## config.mk

```make
export PLATFORM = sky130hd
export DESIGN_NAME = branch_resolve_unit
export DESIGN_NICKNAME = d
export VERILOG_FILES = /design/src/rtl/branch_resolve_unit.sv
export SDC_FILE = /design/constraint.sdc
export NUM_CORES = 1
export LEC_CHECK = 0
export BUFFER_PORTS_ARGS = -buffer_cell sky130_fd_sc_hd__buf_2
export CAP_MARGIN = 20
export CORE_MARGIN = 4
export CORE_UTILIZATION = 30
export CTS_CLUSTER_DIAMETER = 200
export DETAILED_ROUTE_END_ITERATION = 8
export PLACE_DENSITY = 0.5
export SLEW_MARGIN = 20
export SYNTH_ARGS = -nofsm -noshare
export SYNTH_HDL_FRONTEND = slang
export SYNTH_SLANG_ARGS = --single-unit
```

## constraint.sdc

```tcl
create_clock -name clk -period 4.9 [get_ports clk]
set_input_delay 0.98 -clock clk [delete_from_list [all_inputs] [get_ports clk]]
set_output_delay 0.98 -clock clk [all_outputs]
set_load 0.005 [all_outputs]
```

## src/rtl/branch_resolve_unit.sv

```systemverilog
// Branch resolve unit: carries D-stage prediction to M and redirects fetch.
// Optional perf counters enabled by defining BRU_PERF_CNT_EN.
module branch_resolve_unit #(
  parameter int PC_W  = 32,
  parameter int CNT_W = 32
) (
  input  logic            clk,
  input  logic            rst,
  input  logic            stallE,
  input  logic            flushE,
  input  logic            stallM,
  input  logic            flushM,
  input  logic            branchD,
  input  logic            pred_takeD,
  input  logic [PC_W-1:0] pcD,
  input  logic [PC_W-1:0] targetD,
  input  logic            actual_takeE,
  output logic            branchM,
  output logic            actual_takeM,
  output logic [PC_W-1:0] pcM,
  output logic            mispredM,
  output logic [PC_W-1:0] redirect_pcM
`ifdef BRU_PERF_CNT_EN
  ,
  output logic [CNT_W-1:0] br_cntM,
  output logic [CNT_W-1:0] mispred_cntM
`endif
);

  typedef enum logic {
    S_IDLE  = 1'b0,
    S_FIRED = 1'b1
  } state_t;

  logic            r_branchE;
  logic            r_pred_takeE;
  logic [PC_W-1:0] r_pcE;
  logic [PC_W-1:0] r_targetE;

  logic            r_branchM;
  logic            r_pred_takeM;
  logic            r_actual_takeM;
  logic [PC_W-1:0] r_pcM;
  logic [PC_W-1:0] r_redirect_pcM;

  state_t          r_state;

  logic            w_mispred_raw;
  logic [PC_W-1:0] w_redirect_nxt;

  // Recovery PC chosen in E so the M copy clears to 0 with the stage.
  assign w_redirect_nxt = actual_takeE ? r_targetE
                                       : r_pcE + PC_W'(8);

  // D->E pipeline register: flush beats stall.
  always_ff @(posedge clk) begin
    if (rst | flushE) begin
      r_branchE    <= 1'b0;
      r_pred_takeE <= 1'b0;
      r_pcE        <= '0;
      r_targetE    <= '0;
    end else if (~stallE) begin
      r_branchE    <= branchD;
      r_pred_takeE <= pred_takeD & branchD;
      r_pcE        <= pcD;
      r_targetE    <= targetD;
    end
  end

  // E->M pipeline register, capturing the resolved direction.
  always_ff @(posedge clk) begin
    if (rst | flushM) begin
      r_branchM      <= 1'b0;
      r_pred_takeM   <= 1'b0;
      r_actual_takeM <= 1'b0;
      r_pcM          <= '0;
      r_redirect_pcM <= '0;
    end else if (~stallM) begin
      r_branchM      <= r_branchE;
      r_pred_takeM   <= r_pred_takeE;
      r_actual_takeM <= actual_takeE;
      r_pcM          <= r_pcE;
      r_redirect_pcM <= w_redirect_nxt;
    end
  end

  assign w_mispred_raw = r_branchM &
                         (r_pred_takeM != r_actual_takeM);

  // Redirect FSM: a stalled mispredict fires only once.
  always_ff @(posedge clk) begin
    if (rst | flushM) begin
      r_state <= S_IDLE;
    end else begin
      unique case (r_state)
        S_IDLE:  if (w_mispred_raw & stallM) r_state <= S_FIRED;
        S_FIRED: if (~stallM) r_state <= S_IDLE;
      endcase
    end
  end

  assign mispredM     = w_mispred_raw & (r_state == S_IDLE);
  assign branchM      = r_branchM;
  assign actual_takeM = r_actual_takeM;
  assign pcM          = r_pcM;
  assign redirect_pcM = r_redirect_pcM;

`ifdef BRU_PERF_CNT_EN
  logic [CNT_W-1:0] r_br_cnt;
  logic [CNT_W-1:0] r_mis_cnt;

  // Saturating branch and mispredict counters.
  always_ff @(posedge clk) begin
    if (rst) begin
      r_br_cnt  <= '0;
      r_mis_cnt <= '0;
    end else begin
      if (r_branchM & ~stallM & ~(&r_br_cnt))
        r_br_cnt <= r_br_cnt + CNT_W'(1);
      if (mispredM & ~(&r_mis_cnt))
        r_mis_cnt <= r_mis_cnt + CNT_W'(1);
    end
  end

  assign br_cntM      = r_br_cnt;
  assign mispred_cntM = r_mis_cnt;
`else
  logic [CNT_W-1:0] w_unused_cnt;
  assign w_unused_cnt = '0;
`endif

endmodule

```

==> flow_metrics.py <==
metrics = {
    "floorplanning": {
        "coreArea_mm2": 0.0180,
        "initial_core_util_pct": 30.6,
        "dieArea_mm2": 0.0206,
        "rows": 49,
        "fp.dieH_um": 143,
        "die_w_um": 143,
        "ios": 140,
    },
    "power": {
        "clockPowerShare_pct": 47.2,
        "power.switching_mw": 0.586,
        "p_int_mw": 1.91,
        "pwr-share-seq_pct": 45.8,
        "powerDensity_mw_per_mm2": 364,
        "peakVddDrop_v": 0.000239,
        "switching_share_pct": 23.5,
        "comb_power_share_pct": 7.0,
        "leakage_nw": 3.01,
    },
    "timing": {
        "skew_ns": 0.00723,
        "fin_crit_sh_pct": 55.7,
        "worst_slack_ns": 2.17,
        "setup_viol": 0,
        "hold_viol_final": 0,
        "finalMaxSlewViolations": 0,
        "setup_tns_ns": 0,
        "relSlewSlack_pct": 36.7,
        "period_needed_ns": 2.73,
        "fmax_mhz": 366,
        "rsz0062_at_grt": "false",
        "worstMarginPinSlew_ns": 0.950,
    },
    "route": {
        "first_pass_iters": 4,
        "via_count": 4435,
        "ant_nets": 0,
        "finalWirelength_um": 15300,
        "drtIter0Drc": 234,
        "drc": 0,
        "wl_per_cell_um": 16.5,
        "via_per_inst": 4.78,
    },
    "finish": {
        "areaGrowthSynthToFinish_pct": 24.4,
        "fin_area_mm2": 0.00684,
        "nets": 759,
        "diodes": 0,
        "drive_gt1_share_pct": 26.8,
        "post-route-util_pct": 38.1,
    },
    "synth": {
        "synth_largest_area_cell": "dfxtp_1",
        "syn_inst": 566,
        "synthMuxAreaShare_pct": 18.8,
        "synth_compound_area_share_pct": 8.40,
        "ys_warn_count": 0,
        "synth-simple-area-share_pct": 15.6,
        "ys_seq_area_share_pct": 48.8,
        "synth_cell_types": 41,
        "synth.top_cells.by_area": "dfxtp_1, mux2i_1, nor2_1, a21oi_1, xnor2_1",
        "syn-num-nets": 640,
        "synth_top_area_share_pct": 48.8,
        "synth_top_family_by_area": "multiplexers",
        "synth-seq-cells": 134,
        "synthXorXnorAreaFrac_pct": 3.35,
        "syn_area_mm2": 0.00550,
        "avgSynthCellArea_um2": 9.71,
        "synth_adder_area_share_pct": 0.228,
    },
    "worst_setup_path": {
        "worst_path_largest_cell_delay_ns": 0.71,
        "r2r_end": "redirect_pcM[30]",
        "endpoint_kind": "register",
        "reg2reg_slack_ns": 2.73,
        "cp_top_family": "buffers and inverters",
        "r2r-start": "r_pcE[15]",
        "path_cells": "buf_4 > inv_1 > nand2_1 > o22ai_1 > a211oi_1",
        "path_class": "in2reg",
        "cpMaxStageDelayCell": "buf_4",
        "critPathRequiredTime_ns": 5.23,
        "critPathBufInv": 2,
        "crit_path_max_fanout": 64,
        "reg2reg_depth": 5,
        "start_kind": "input port",
        "arrival_ns": 3.06,
    },
    "cts": {
        "clock_latency_ns": 0.42,
        "cts_buffer_depth": 2,
        "cts_hold_buf": 0,
        "root_buffer": "clkbuf_16",
        "cts.sinks": 134,
        "cts_buffers": 17,
        "clk_pin_slew_ns": 0.06,
        "cts_resized": 0,
        "htree_levels": 4,
        "post_cts_buffers": 0,
        "cts_tree": "done",
    },
    "grt": {
        "grt_pass1_vias": 4526,
        "grt_max_degree": 68,
        "antenna_found_initial": 1,
        "grt_pass1_wl_um": 23800,
        "grt_use_total_pct": 15.1,
        "grt-ovfl-total": 0,
    },
    "worst_hold_path": {
        "min_from": "redirect_pcM[6]",
        "hold_class": "reg2reg",
        "whs_endpoint": "redirect_pcM[6]",
        "min_path_cells": 2,
    },
    "run_status": {
        "status": "complete, no violations",
    },
    "placed_design": {
        "port_buffers": 139,
        "place_ws_ns": 1.67,
        "globalplace.congestion": 0.789,
        "dp_hpwl_um": 10400,
        "place_area_mm2": 0.00628,
    },
    "flow_run": {
        "drv_cap": 0,
    },
}
cells in the mapped netlist, drive strengths merged:
library cell and count:
inv 9, or2 2, buf 16, dfxtp 134
nand3 10, xor2 7, a222oi 5, a21oi 25
o2111ai 2, and3 1, clkbuf 27, a211oi 2
nor3 15, a22oi 8, or4 4, xnor2 14
o21a 4, nor2 124, o211ai 2, o221ai 9
o21ai 8, nand4 4, or3 1, mux2i 103
ha 1, o31a 1, o22ai 2, nand2 17
and4 2, nor2b 3, o41ai 1, nor4 3
power groups by stage:
stage	combinational [mW]	sequential, mW	clock, mW
after floorplan	0.116	1.16	0
after global placement	0.174	1.16	0
after detailed placement	0.178	1.16	0
after CTS	0.179	1.14	1.21
after global routing	0.194	1.14	1.26
final	0.175	1.14	1.18
metrics by stage:
| step | total power, mW | std cells | hold WS [ns] |
|---|---|---|---|
| 2_1_floorplan | 1.27 | 566 | 0.457 |
| 3_3_place_gp | 1.34 | 894 | 0.470 |
| 3_5_place_dp | 1.34 | 894 | 0.472 |
| 4_1_cts | 2.53 | 926 | 0.481 |
| 5_1_grt | 2.60 | 927 | 0.507 |
| 6_report | 2.49 | 927 | 0.476 |
placed cells by master, fill, tap and decap left out, drive strengths merged, types with 10 or more instances in the layout:
cell	synthesis	final
dfxtp	134	134
nor2	124	124
buf	16	143
mux2i	103	103
clkbuf	27	25
xnor2	14	14
nand3	10	10
nor3	15	15
nand2	17	17
a21oi	25	25
cell type report:
type                       count  area [um^2]
fill                        1855        11100
timing repair buffer         143          734
tap                          229          287
clock inverter                 7         45.0
clock buffer                  25          505
multi-input combinational    380         2550
inverter                       9         33.8
sequential                   134         2680
how the worst max path moves through the flow:
stage / from / to / cells past startpoint
after floorplan: stallE / r_targetE[10] / 5
after global placement: stallM / redirect_pcM[30] / 5
after detailed placement: stallM / redirect_pcM[27] / 5
after CTS: stallM / redirect_pcM[27] / 5
after global routing: stallM / redirect_pcM[10] / 5
final: stallM / redirect_pcM[10] / 5
per-layer routing:
layer | vias up | track usage, % | part of all wire [%]
li1 | 2212 | - | -
met1 | 2093 | 18.5 | 46
met2 | 110 | 25.0 | 47
met3 | 18 | 4.69 | 5.8
met4 | 2 | 5.20 | 1.7
met5 | - | 0 | 0.13
worst register-to-register path, cell delays in order, from the launching register on:
cell and delay, ns:
dfxtp_1 0.50, nand4_1 0.30, or3_2 0.68, nor3_1 0.32, xnor2_1 0.16, a21oi_1 0.07
state kept, by name, summed over array words and instances (netlist names), 32 cells and up:
register      count
r_pcE            32
pcM              32
redirect_pcM     32
r_targetE        32
logic make-up after synthesis:
group	Yosys count
AO/OA/AOI/OAI	69
XOR/XNOR	21
adder cells (fa/ha/maj)	1
buffers and inverters	52
flip-flops	134
multiplexers	103
AND/OR/NAND/NOR	186
(Power assumes the default switching activity.)
